<file path="config.mk">
export PLATFORM = sky130hd
export DESIGN_NAME = pipe_ctrl
export DESIGN_NICKNAME = d
export VERILOG_FILES = /design/src/rtl/pipe_ctrl_pkg.sv /design/src/rtl/pipe_ctrl_stall_wdog.sv /design/src/rtl/pipe_ctrl.sv
export SDC_FILE = /design/constraint.sdc
export NUM_CORES = 1
export LEC_CHECK = 0
export CORE_MARGIN = 3
export CORE_UTILIZATION = 38
export DETAILED_ROUTE_END_ITERATION = 8
export PLACE_DENSITY = 0.77
export SYNTH_ARGS = -nofsm -noshare
export SYNTH_HDL_FRONTEND = slang
export SYNTH_SLANG_ARGS = --single-unit
</file>
<file path="constraint.sdc">
create_clock -name clk -period 1.4 [get_ports clk]
set_input_delay 0.14 -clock clk [delete_from_list [all_inputs] [get_ports clk]]
set_output_delay 0.14 -clock clk [all_outputs]
set_load 0.02 [all_outputs]
</file>
<file path="src/rtl/pipe_ctrl_pkg.sv">
// Shared definitions for the pipeline sequencer: stall bus encodings, controller
// state codes and the stall priority encoder.
package pipe_ctrl_pkg;

   localparam int unsigned StallW = 6;

   localparam logic [31:0] ZeroWord = 32'h0000_0000;

   // Bit order: [0]pc [1]if [2]id [3]ex [4]mem [5]wb; a held stage also holds all older stages
   localparam logic [StallW-1:0] StallNone = 6'b000000;
   localparam logic [StallW-1:0] StallIf   = 6'b000011;
   localparam logic [StallW-1:0] StallId   = 6'b000111;
   localparam logic [StallW-1:0] StallEx   = 6'b001111;
   localparam logic [StallW-1:0] StallMem  = 6'b011111;

   typedef enum logic [0:0] {
      CtrlRun   = 1'b0,
      CtrlFlush = 1'b1
   } ctrl_state_e;

   // The youngest requesting stage wins: mem over ex over id over if
   function automatic logic [StallW-1:0] stall_encode(input logic req_if,
                                                      input logic req_id,
                                                      input logic req_ex,
                                                      input logic req_mem);
      logic [StallW-1:0] enc;
      enc = StallNone;
      if (req_mem) begin
         enc = StallMem;
      end else if (req_ex) begin
         enc = StallEx;
      end else if (req_id) begin
         enc = StallId;
      end else if (req_if) begin
         enc = StallIf;
      end
      return enc;
   endfunction

endpackage

</file>
<file path="src/rtl/pipe_ctrl_stall_wdog.sv">
// Stall watchdog: counts consecutive stalled cycles, saturates at WDOG_LIMIT and
// raises a sticky timeout flag that only reset or a new flush request clears.
module pipe_ctrl_stall_wdog #(
   parameter int unsigned WDOG_LIMIT = 256,
   parameter int unsigned WDOG_W     = 9
) (
   input  logic clk_i,
   input  logic rst_ni,
   input  logic stall_i,
   input  logic in_flush_i,
   input  logic flush_req_i,
   output logic stall_timeout_o
);

   localparam logic [WDOG_W-1:0] Limit = WDOG_W'(WDOG_LIMIT);

   logic [WDOG_W-1:0] cnt_q, cnt_d;
   logic              timeout_q, timeout_d;

   // Next count and flag; flag set on the edge the count reaches the limit
   always_comb begin
      cnt_d     = cnt_q;
      timeout_d = timeout_q;
      if (in_flush_i || !stall_i) begin
         cnt_d = '0;
      end else if (cnt_q != Limit) begin
         cnt_d = cnt_q + WDOG_W'(1);
      end
      if (flush_req_i) begin
         timeout_d = 1'b0;
      end else if (cnt_d == Limit) begin
         timeout_d = 1'b1;
      end
   end

   // Counter and sticky flag registers, synchronous active-low reset
   always_ff @(posedge clk_i) begin
      if (!rst_ni) begin
         cnt_q     <= '0;
         timeout_q <= 1'b0;
      end else begin
         cnt_q     <= cnt_d;
         timeout_q <= timeout_d;
      end
   end

   assign stall_timeout_o = timeout_q;

endmodule

</file>
<file path="src/rtl/pipe_ctrl.sv">
// Pipeline sequencer: merges stage stall requests into one stall vector and turns
// exception flush requests into a timed flush window followed by a PC reload.
// Define PIPE_WDOG_EN to build the stall watchdog; otherwise stall_timeout is 0.
module pipe_ctrl
   import pipe_ctrl_pkg::*;
#(
   parameter int unsigned FLUSH_LEN  = 2,
   parameter int unsigned WDOG_LIMIT = 256,
   parameter int unsigned WDOG_W     = 9
) (
   input  logic              clk,
   input  logic              rst,
   input  logic              stallreq_if,
   input  logic              stallreq_id,
   input  logic              stallreq_ex,
   input  logic              stallreq_mem,
   input  logic              flush_req,
   input  logic [31:0]       flush_pc,
   output logic [StallW-1:0] stall,
   output logic              flush,
   output logic [31:0]       new_pc,
   output logic              pc_load,
   output logic              stall_timeout
);

   localparam int unsigned   CntW      = 4;
   localparam logic [CntW-1:0] FlushLoad = CntW'(FLUSH_LEN - 1);

   if (FLUSH_LEN < 1 || FLUSH_LEN > 15 || (64'd1 << WDOG_W) <= 64'(WDOG_LIMIT)) begin : g_bad_cfg
      $error("pipe_ctrl: FLUSH_LEN must be 1..15 and 2**WDOG_W must exceed WDOG_LIMIT");
   end

   ctrl_state_e     state_q;
   logic [CntW-1:0] flush_cnt_q;
   logic            flush_q;
   logic [31:0]     new_pc_q;

   // Stall vector: live requests in RUN, forced to none in FLUSH and while in reset
   always_comb begin
      stall = StallNone;
      if (rst && state_q == CtrlRun) begin
         stall = stall_encode(stallreq_if, stallreq_id, stallreq_ex, stallreq_mem);
      end
   end

   // Reload on the last flush cycle unless a newer exception restarts the window
   assign pc_load = (state_q == CtrlFlush) && (flush_cnt_q == '0) && !flush_req;
   assign flush   = flush_q;
   assign new_pc  = new_pc_q;

   // RUN/FLUSH controller; the latest flush request always owns new_pc
   always_ff @(posedge clk) begin
      if (!rst) begin
         state_q     <= CtrlRun;
         flush_q     <= 1'b0;
         flush_cnt_q <= '0;
         new_pc_q    <= ZeroWord;
      end else begin
         unique case (state_q)
            CtrlRun: begin
               if (flush_req) begin
                  state_q     <= CtrlFlush;
                  flush_q     <= 1'b1;
                  flush_cnt_q <= FlushLoad;
                  new_pc_q    <= flush_pc;
               end
            end
            CtrlFlush: begin
               if (flush_req) begin
                  flush_cnt_q <= FlushLoad;
                  new_pc_q    <= flush_pc;
               end else if (flush_cnt_q == '0) begin
                  state_q <= CtrlRun;
                  flush_q <= 1'b0;
               end else begin
                  flush_cnt_q <= flush_cnt_q - CntW'(1);
               end
            end
            default: begin
               state_q <= CtrlRun;
               flush_q <= 1'b0;
            end
         endcase
      end
   end

`ifdef PIPE_WDOG_EN
   pipe_ctrl_stall_wdog #(
      .WDOG_LIMIT (WDOG_LIMIT),
      .WDOG_W     (WDOG_W)
   ) u_stall_wdog (
      .clk_i           (clk),
      .rst_ni          (rst),
      .stall_i         (stall != StallNone),
      .in_flush_i      (state_q == CtrlFlush),
      .flush_req_i     (flush_req),
      .stall_timeout_o (stall_timeout)
   );
`else
   assign stall_timeout = 1'b0;
`endif

endmodule

</file>
==> metrics.md <==
| Metric | Value |
|---|---|
| Flop2flop setup slack | `0.07 ns` |
| Post-route total power | `0.002491 W` |
| Outcome | `complete, but fails checks` |
| Mapped Area | `1491 sq um` |
| Synthesized flop and latch total | `38` |
| GRT Util Overall | `15.21%` |
| DRC | `0` |
| Distinct cells, synth | `23` |
| Post-DP HPWL | `2.605 mm` |
| Full die area | `4713 sq um` |
| Fin crit share | `117.7%` |
| Avg Vias per Cell | `4.524` |
| Clock slew at reported path FFs | `0.07 ns` |
| Largest net degree at the start of global routing | `37` |
| 1st-pass router iterations | `4` |
| Gpl congestion | `0.7262` |
| Root Buffer | `clkbuf_8` |
| Post-Layout Cell Count | `286` |
| Fmax | `607.0 MHz` |
| Worst hold path startpoint | `flush_req` |
| Hold Crit Endpoint | `flush` |
| Initial detailed-routing violation count | `40` |
| Hold path depth | `3` |
| WL/cell | `12.38 um` |
| Drt total wl | `3.542 mm` |
| Overflow after GRT | `0` |
| # diodes | `0` |
| Max Root-Sink Buffers | `2` |
| TritonCTS buffer count | `5` |
| Detailed-route via count | `1294` |
| Unrepaired setup endpoints after global routing | `true` |
| Util after Layout | `68.75%` |
| Failing checks | `negative setup slack` |
| Critical Path End Type | `output pin` |
| R2R cell count | `6` |
| H-tree depth | `2` |
| Setup violations, final | `1` |
| Fillers | `300` |
| Post-Place Cells | `278` |
| Gate Count Post-Synth | `148` |
| Clk sink count | `38` |
| Die Wd | `68.65 um` |
| Layout cell share with drive strength beyond 1 | `16.81%` |
| Synth top area share | `51.01%` |
| Yosys warns | `0` |
| Multi-input logic area | `674.4 sq um` |
| Worst setup path category | `reg -> out` |
| Leading area contributor after synthesis | `dfxtp_1` |
| Vias in the first global route | `1233` |
| Final Max Tran Viols | `0` |
| PwrDens | `974.9 nW/um^2` |
| Final clock skew | `0.001828 ns` |
| # port buffers | `77` |
| Sequential share of the synthesized area | `51.01%` |
| R2R Path End | `flush_cnt_q[2]` |
| Setup bufs post-CTS | `0` |
| Die H | `68.65 um` |
| Cell area after layout | `2555 sq um` |
| Worst skew pair latency | `0.28 ns` |
| Area Growth Syn to Fin | `71.31%` |
| Starting density of the core | `40.13%` |
| Global-route wire length before repair | `5.361 mm` |
| CTS tree | `built` |
| Post-route setup slack | `-0.2474 ns` |
| Largest cells by area after synthesis | `dfxtp_1, mux2i_1, nor2_1` |
| Register area | `763.2 sq um` |
| Post-route setup TNS | `-0.2474 ns` |
| Minimum clock period | `1.647 ns` |
| Fin nets | `278` |
| Worst Setup SP | `flush_cnt_q[1]` |
| Leak pwr | `1.436 nW` |
| Syn Area/Cell | `10.08 sq um` |
| Data arrival, critical path | `1.51 ns` |
| Required time of the critical path | `1.26 ns` |
| Worst setup SP type | `register` |
| RR Startpoint | `flush_cnt_q[0]` |
| Peak supply drop | `698.8 uV` |
| FP Rows | `22` |
| CP max FO | `3` |
| Worst Hold Class | `in -> reg` |
| Max-cap violations | `0` |
| Core footprint | `3716 sq um` |
| Placed Area | `2407 sq um` |
| I/O pin total | `80` |
| Post-route ant nets | `0` |
| Final Hold Fails | `0` |
| Antenna violations before repair | `0` |
-- layer usage --
| metal | up-vias | track usage [%] | wire, um |
|---|---|---|---|
| met5 | - | 0 | 0 |
| met4 | 0 | 3.722 | 7 |
| met3 | 2 | 6.321 | 283 |
| met2 | 40 | 25.03 | 1767 |
| met1 | 589 | 18.27 | 1484 |
| li1 | 663 | - | - |
-- state kept, by name, indices dropped and copies added (netlist names) --
name / cells
flush: 1
flush_cnt_q: 4
new_pc: 32
state_q: 1
-- area by class of cell --
cell class / count / area share (%)
Clock buffer: 7 / 3.379
Clock inverter: 1 / 0.1959
Inverter: 5 / 0.7346
Multi-Input combinational cell: 96 / 26.40
Sequential cell: 38 / 29.87
Tap cell: 48 / 2.351
Timing Repair Buffer: 91 / 37.07
-- power by group --
group          total [W]  internal (W)  leakage (nW)  switching (W)
Combinational   0.000556      0.000305          1.07       0.000251
Clock           0.000759      0.000397        0.0482       0.000362
Sequential       0.00118       0.00115         0.314      0.0000302
-- what timing repair did --
| action | in CTS | in global routing |
|---|---|---|
| setup endpoints to repair | 6 | 30 |
| gates resized for setup | 22 | 26 |
| hold buffers | 0 | 0 |
| pin swaps | 1 | 2 |
-- Yosys cell counts --
cell       n
conb_1     1
inv_2      1
inv_1      4
a21oi_1    4
buf_4      7
dfxtp_1   38
or3_1      1
mux2i_1   33
and3_1     1
nor3_1     3
nor3b_2    1
clkbuf_1   3
o21a_1     1
o31a_1     1
a21oi_2    1
a211oi_1   1
nand2_1    3
or3b_4     1
nor2_1    38
nor4b_2    1
nand2b_1   1
nor3_2     1
ha_1       2
-- cells by family after synthesis --
family	share of synthesized area, %
DFF	51.01
other	0.2514
buffers and inverters	5.536
adders and majority gates	1.678
muxes	22.15
and+or+nand+nor	15.86
AOI/OAI and AO/OA	3.524
-- how the worst max path moves through the flow --
stage	endpoint	slack, ns
final	pc_load	-0.25
after global routing	pc_load	-0.33
after CTS	pc_load	-0.25
after detailed placement	pc_load	-0.47
after global placement	pc_load	-0.46
after floorplan	flush	-0.01
-- stage by stage --
stage,setup slack (ns),hold slack [ns]
after floorplan,-0.01401,0.2576
after global placement,-0.4624,0.4720
after detailed placement,-0.4749,0.4817
after CTS,-0.2473,0.2617
after global routing,-0.3277,0.3026
final,-0.2474,0.3058
-- critical path, stage by stage (launching register included) --
cell and delay, ns:
dfxtp_2 0.33, inv_2 0.07, ha_4 0.13, or3b_4 0.40
nor3_4 0.16, buf_6 0.14
-- layout by cell type, fill, tap and decap left out, drive strengths merged --
cell type      count
clkdlybuf4s50     47
a21oi              5
and3               1
or3b               1
nor3b              1
clkinv             1
o21a               1
dlymetal6s2s      23
nand2              3
nor4b              1
conb               2
inv                5
a211oi             1
nor3               4
mux2i             33
buf               18
dfxtp             38
nand2b             1
clkbuf             7
clkdlybuf4s15      3
ha                 2
or3                1
nor2              38
o31a               1
(Power assumes the default switching activity.)
